## config.mk

```make
export PLATFORM = sky130hd
export DESIGN_NAME = divu_seq
export DESIGN_NICKNAME = d
export VERILOG_FILES = /design/src/rtl/fixed_pkg.sv /design/src/rtl/divu_step.sv /design/src/rtl/divu_seq.sv
export SDC_FILE = /design/constraint.sdc
export NUM_CORES = 1
export LEC_CHECK = 0
export BUFFER_PORTS_ARGS = -buffer_cell sky130_fd_sc_hd__buf_2
export CAP_MARGIN = 20
export CORE_MARGIN = 8
export CORE_UTILIZATION = 54
export CTS_BUF_LIST = sky130_fd_sc_hd__clkbuf_8
export CTS_CLUSTER_SIZE = 40
export DETAILED_ROUTE_END_ITERATION = 6
export PLACE_DENSITY = 0.78
export SLEW_MARGIN = 15
export SYNTH_ARGS = -nofsm -noshare
export SYNTH_HDL_FRONTEND = slang
export SYNTH_SLANG_ARGS = --single-unit
```

## constraint.sdc

```tcl
create_clock -name clk -period 1.7 [get_ports clk]
set_input_delay 0.085 -clock clk [delete_from_list [all_inputs] [get_ports clk]]
set_output_delay 0.085 -clock clk [all_outputs]
set_load 0.01 [all_outputs]
```

## src/rtl/fixed_pkg.sv

```systemverilog
// Shared types and sizing helpers for the fixed-point arithmetic blocks.
// Combinational only: no latency.
// No flow control of its own: it only supplies types and sizing helpers.
package fixed_pkg;

  typedef enum logic [1:0] {
    IDLE = 2'd0,
    RUN  = 2'd1,
    DONE = 2'd2
  } div_state_t;

  // Number of quotient bits produced for a Q(total-frac).frac divide.
  function automatic int quot_bits(input int total, input int frac);
    return total + frac;
  endfunction

  // Width of a down-counter that must hold n-1; never narrower than one bit.
  function automatic int cnt_width(input int n);
    return (n > 1) ? $clog2(n) : 1;
  endfunction

endpackage

```

## src/rtl/divu_step.sv

```systemverilog
// One restoring-division step: shift in a dividend bit, subtract the divisor if it fits.
// Latency: combinational.
// No flow control; the caller sequences the steps.
module divu_step #(
  parameter int W = 7
) (
  input  logic [W:0]   rem,
  input  logic         dbit,
  input  logic [W-1:0] divisor,
  output logic [W:0]   rem_next,
  output logic         qbit
);

  logic [W+1:0] shifted;
  logic [W+1:0] div_ext;

  // The partial remainder is always below the divisor, so the shifted value and
  // the difference both fit back into W+1 bits; the top bit only feeds the compare.
  always_comb begin
    shifted  = {rem, dbit};
    div_ext  = {2'b00, divisor};
    qbit     = (shifted >= div_ext);
    rem_next = (W+1)'(qbit ? (shifted - div_ext) : shifted);
  end

endmodule

```

## src/rtl/divu_seq.sv

```systemverilog
// Iterative unsigned fixed-point divider, out = in1 / in2 in the operand Q format.
// Latency: TOTAL_BITS+FRACTIONAL_BITS edges after accept; a zero divisor finishes on the accept edge.
// Backpressure: one operation in flight; result held in DONE until out_ready, in_ready low meanwhile.
module divu_seq
  import fixed_pkg::*;
#(
  parameter int TOTAL_BITS      = 7,
  parameter int FRACTIONAL_BITS = 3
) (
  input  logic                  clk,
  input  logic                  reset_n,
  input  logic                  in_valid,
  output logic                  in_ready,
  input  logic [TOTAL_BITS-1:0] in1,
  input  logic [TOTAL_BITS-1:0] in2,
  output logic                  out_valid,
  input  logic                  out_ready,
  output logic [TOTAL_BITS-1:0] out,
  output logic                  overflow,
  output logic                  div_by_zero
);

  localparam int N  = quot_bits(TOTAL_BITS, FRACTIONAL_BITS);
  localparam int CW = cnt_width(N);
  // Largest quotient representable in the output format.
  localparam logic [N-1:0] QMAX = N'({TOTAL_BITS{1'b1}});

  div_state_t            state;
  div_state_t            state_nxt;
  logic [CW-1:0]         cnt;
  logic [N-1:0]          dvd;
  logic [TOTAL_BITS-1:0] dvs;
  logic [TOTAL_BITS:0]   rem;
  logic [N-1:0]          quo;
  logic [TOTAL_BITS:0]   step_rem;
  logic                  step_q;
  logic [N-1:0]          quo_nxt;
  logic                  quo_ovf;

  divu_step #(.W(TOTAL_BITS)) u_step (
    .rem      (rem),
    .dbit     (dvd[N-1]),
    .divisor  (dvs),
    .rem_next (step_rem),
    .qbit     (step_q)
  );

  // Quotient after the current step, and whether it exceeds the output range.
  always_comb begin
    quo_nxt = N'({quo, step_q});
    quo_ovf = (quo_nxt > QMAX);
  end

  // State register.
  always_ff @(posedge clk or negedge reset_n) begin
    if (!reset_n) begin
      state <= IDLE;
    end else begin
      state <= state_nxt;
    end
  end

  // Next-state logic: a zero divisor skips the iteration entirely.
  always_comb begin
    state_nxt = state;
    case (state)
      IDLE: begin
        if (in_valid) begin
          state_nxt = (in2 == '0) ? DONE : RUN;
        end
      end
      RUN: begin
        if (cnt == '0) begin
          state_nxt = DONE;
        end
      end
      DONE: begin
        if (out_ready) begin
          state_nxt = IDLE;
        end
      end
      default: state_nxt = IDLE;
    endcase
  end

  // Handshake outputs decoded from the state.
  always_comb begin
    in_ready  = (state == IDLE);
    out_valid = (state == DONE);
  end

  // Datapath: latch operands on accept, one restoring step per RUN cycle,
  // publish the saturated result on the last step.
  always_ff @(posedge clk or negedge reset_n) begin
    if (!reset_n) begin
      cnt         <= '0;
      dvd         <= '0;
      dvs         <= '0;
      rem         <= '0;
      quo         <= '0;
      out         <= '0;
      overflow    <= 1'b0;
      div_by_zero <= 1'b0;
    end else begin
      case (state)
        IDLE: begin
          if (in_valid) begin
            dvd         <= N'(in1) << FRACTIONAL_BITS;
            dvs         <= in2;
            rem         <= '0;
            quo         <= '0;
            cnt         <= CW'(N - 1);
            overflow    <= 1'b0;
            div_by_zero <= (in2 == '0);
            out         <= (in2 == '0) ? '1 : '0;
          end
        end
        RUN: begin
          dvd <= dvd << 1;
          rem <= step_rem;
          quo <= quo_nxt;
          if (cnt != '0) begin
            cnt <= cnt - CW'(1);
          end else begin
            overflow <= quo_ovf;
            out      <= quo_ovf ? '1 : quo_nxt[TOTAL_BITS-1:0];
          end
        end
        default: begin
          // DONE holds every register until the result handshake.
        end
      endcase
    end
  end

endmodule

```

==> results.sh <==
export IMPL_run_status="finished with violations"
export IMPL_violations="setup timing"
export IMPL_htree_levels=2
export IMPL_vias_per_cell=5.76
export IMPL_die_area_um2=6930
export IMPL_area_sequential_um2=1150
export IMPL_ios=29
export IMPL_worstSetupEndpointType="register"
export IMPL_core_area_um2=4350
export IMPL_utilization_pct=78.6
export IMPL_synth_largest_area_cell="dfrtp_1"
export IMPL_ant_nets=0
export IMPL_grt_pass1_vias=2243
export IMPL_n_fill_cell=259
export IMPL_totalWireLength_mm=6.68
export IMPL_drc=0
export IMPL_syn_to_final_growth_pct=40.3
export IMPL_crit_slowest_cell="dfrtp_1"
export IMPL_seqPwrFrac_pct=23.9
export IMPL_worst_slack_ps=-131
export IMPL_worstPathArrival_ps=2050
export IMPL_tightest_slew_ps=523
export IMPL_drive_above_1_share_pct=42.4
export IMPL_syn_inst=248
export IMPL_relSlewSlack_pct=65.1
export IMPL_tritoncts="done"
export IMPL_criticalPathCategory="reg -> reg"
export IMPL_initialDrtViolationCount=135
export IMPL_grt_usage_pct=18.8
export IMPL_grt_overflow=0
export IMPL_seq_area_frac_synth_pct=47.2
export IMPL_intPower_w=0.00456
export IMPL_rsz0062_at_grt="yes"
export IMPL_yosysMostFrequentCell="dfrtp_1"
export IMPL_synth_cell_types=45
export IMPL_maxSlewViolCount=0
export IMPL_required_ps=1920
export IMPL_setup_viol=8
export IMPL_dp_cells=353
export IMPL_die_w_um=83.2
export IMPL_synth_top_area_share_pct=47.2
export IMPL_placed_area_um2=2930
export IMPL_synth_avg_cell_area_um2=9.84
export IMPL_netSwitchingFraction_pct=42.6
export IMPL_ys_top_cells_by_area="dfrtp_1 47%, nand2_1 6.3%, ha_1 4.6%, mux2i_1 3.7%, o21ai_0 3.5%"
export IMPL_cp_max_fo=3
export IMPL_fin_crit_ps=1830
export IMPL_clkTransAtPathRegs_ps=90
export IMPL_syn_num_nets=276
export IMPL_syn_area_um2=2440
export IMPL_cp_cell_sequence="ha_4 -> buf_4 -> nand2_1 -> nor2_1 -> o31ai_4 -> and4_1 -> a221oi_2"
export IMPL_cts_root_buf="clkbuf_8"
export IMPL_power_switching_w=0.00339
export IMPL_clock_power_share_pct=10.2
export IMPL_cts_buffers=5
export IMPL_multi_input_area_um2=1460
export IMPL_p_leak_nw=1.58
export IMPL_netlist_top_cells_count="46 x dfrtp_1, 41 x nand2_1, 21 x nor2_1"
export IMPL_drtPass1Iterations=4
export IMPL_place_congestion=0.953
export IMPL_finalCritPeriodShare_pct=108
export IMPL_combPwrFrac_pct=65.9
export IMPL_die_height_um=83.2
export IMPL_grt_pass1_wl_mm=10.8
export IMPL_synth_edff_count=0
export IMPL_cts_sinks=46
export IMPL_hp_class="in -> reg"
export IMPL_rows=24
export IMPL_vias=2189
export IMPL_grt_max_degree=27
export IMPL_final_area_um2=3420
export IMPL_fin_worst_skew_ps=8.82
export IMPL_antenna_found_initial=0
export IMPL_ys_warnings_count=0
export IMPL_synth_seq_cells=46
export IMPL_clock_latency_ps=310
export IMPL_initial_utilization_pct=56.1
export IMPL_drv_cap=0
export IMPL_antenna_cells=0
export IMPL_async_flop_share_pct=100
export IMPL_synthFlopType="dfrtp_1"
export IMPL_hold_viol_final=0
export IMPL_layoutNonFillerInstCount=380
export IMPL_wl_per_cell_um=17.6
export IMPL_fin_setup_tns_ps=-641
export IMPL_cellPowerDensity_nw_per_um2=2320
export IMPL_hpwlAfterDp_mm=4.20
export IMPL_fmax_ghz=0.546
export IMPL_nets=355
export IMPL_vdd_drop_max_v=0.00108
export IMPL_clock_path_buffers=2
export IMPL_startpoint_type="register"
export IMPL_crit_path_max_incr_delay_ps=440
export IMPL_io_buffers=28
==> registers in the layout, summed over array words and instances, names as in the netlist <==
signal,flops
cnt,4
div_by_zero,1
dvd,7
dvs,7
out,7
overflow,1
quo,9
rem,8
state,2
==> path summary, 6_finish.rpt <==
check                      slack (ps)     from  endpoint  cells after the start
hold reg to reg                   480   quo[5]    quo[5]                      2
setup reg to reg                 -130   rem[5]    rem[7]                      7
min in group asynchronous         270  reset_n    dvd[4]                      2
setup / recovery                 -130   rem[5]    rem[7]                      7
hold / removal                     10   in1[0]    dvd[3]                      2
max in group asynchronous         920  reset_n    quo[0]                      3
==> worst max-delay path: cells and delay by family, from the launching register on <==
family | cells | cell delay, ps
AO/OA/AOI/OAI | 2 | 290
adder cells (fa/ha/maj) | 1 | 330
buffers and inverters | 1 | 130
flip-flops | 1 | 440
AND/OR/NAND/NOR | 3 | 560
==> metrics by stage <==
| stage | hold WS [ps] | setup WS, ps | power (W) |
|---|---|---|---|
| 2_1_floorplan | -211 | -57.9 | 0.00437 |
| 3_3_place_gp | 89.9 | -91.3 | 0.00561 |
| 3_5_place_dp | 90.2 | -180 | 0.00576 |
| 4_1_cts | 6.23 | -43.4 | 0.00732 |
| 5_1_grt | 11.1 | -182 | 0.00846 |
| 6_report | 13.4 | -131 | 0.00795 |
==> timing repair <==
| action | in CTS | in global routing |
|---|---|---|
| gates resized for setup | 30 | 20 |
| gates cloned | 1 | 0 |
| hold endpoints to repair | 22 | 0 |
| hold buffers | 3 | 0 |
| endpoints found under the setup margin | 16 | 16 |
| buffers inserted | 8 | 8 |
| pin swaps | 13 | 12 |
==> kinds of logic after synthesis <==
| group | after synthesis | synth area share, % |
|---|---|---|
| AND/OR/NAND/NOR | 90 | 18.5 |
| AO/OA/AOI/OAI | 61 | 17.5 |
| buffers and inverters | 23 | 4.05 |
| multiplexers | 13 | 5.64 |
| XOR/XNOR | 5 | 1.79 |
| adder cells (fa/ha/maj) | 10 | 5.43 |
| flip-flops | 46 | 47.2 |
==> layout by cell type, fill, tap and decap left out, types with 3 or more instances in the layout <==
cell type	instances
ha_4	6
buf_2	28
a21oi_2	4
o21ai_0	14
clkbuf_8	5
nor2b_1	3
inv_1	8
xor2_1	3
buf_4	44
nor2_2	3
a21o_1	3
inv_2	5
a22o_1	4
dlygate4sd3_1	3
buf_6	5
mux2i_1	9
a21oi_1	10
nor2_1	18
a32oi_1	3
dfrtp_1	45
o21ai_1	3
nor3_1	4
nor2_4	3
nand2b_1	3
nand2_1	40
mux2_2	3
==> power by group through the flow <==
stage | sequential (W) | combinational [W] | clock (W)
floorplan | 0.00184 | 0.00253 | 0
global placement | 0.00186 | 0.00376 | 0
detailed placement | 0.00187 | 0.00389 | 0
CTS | 0.00188 | 0.00460 | 0.000832
global route | 0.00195 | 0.00564 | 0.000876
finish | 0.00190 | 0.00524 | 0.000813
==> layer usage <==
metal  wire length, um  global-route usage (%)  part of all wire [%]
met5                 0                       0                     0
met4               266                    9.27                   4.0
met3               314                    4.49                   4.7
met2              3380                    32.0                    51
met1              2720                    21.6                    41
==> final cells by class <==
type | instances | share of cell area [%]
Clock buffer | 5 | 2.01
Sequential cell | 46 | 33.7
Tap cell | 52 | 1.90
Multi-Input combinational cell | 180 | 42.5
Timing Repair Buffer | 82 | 17.4
Clock inverter | 3 | 1.21
Inverter | 12 | 1.32
No activity file was read; power rests on OpenSTA's default activity.
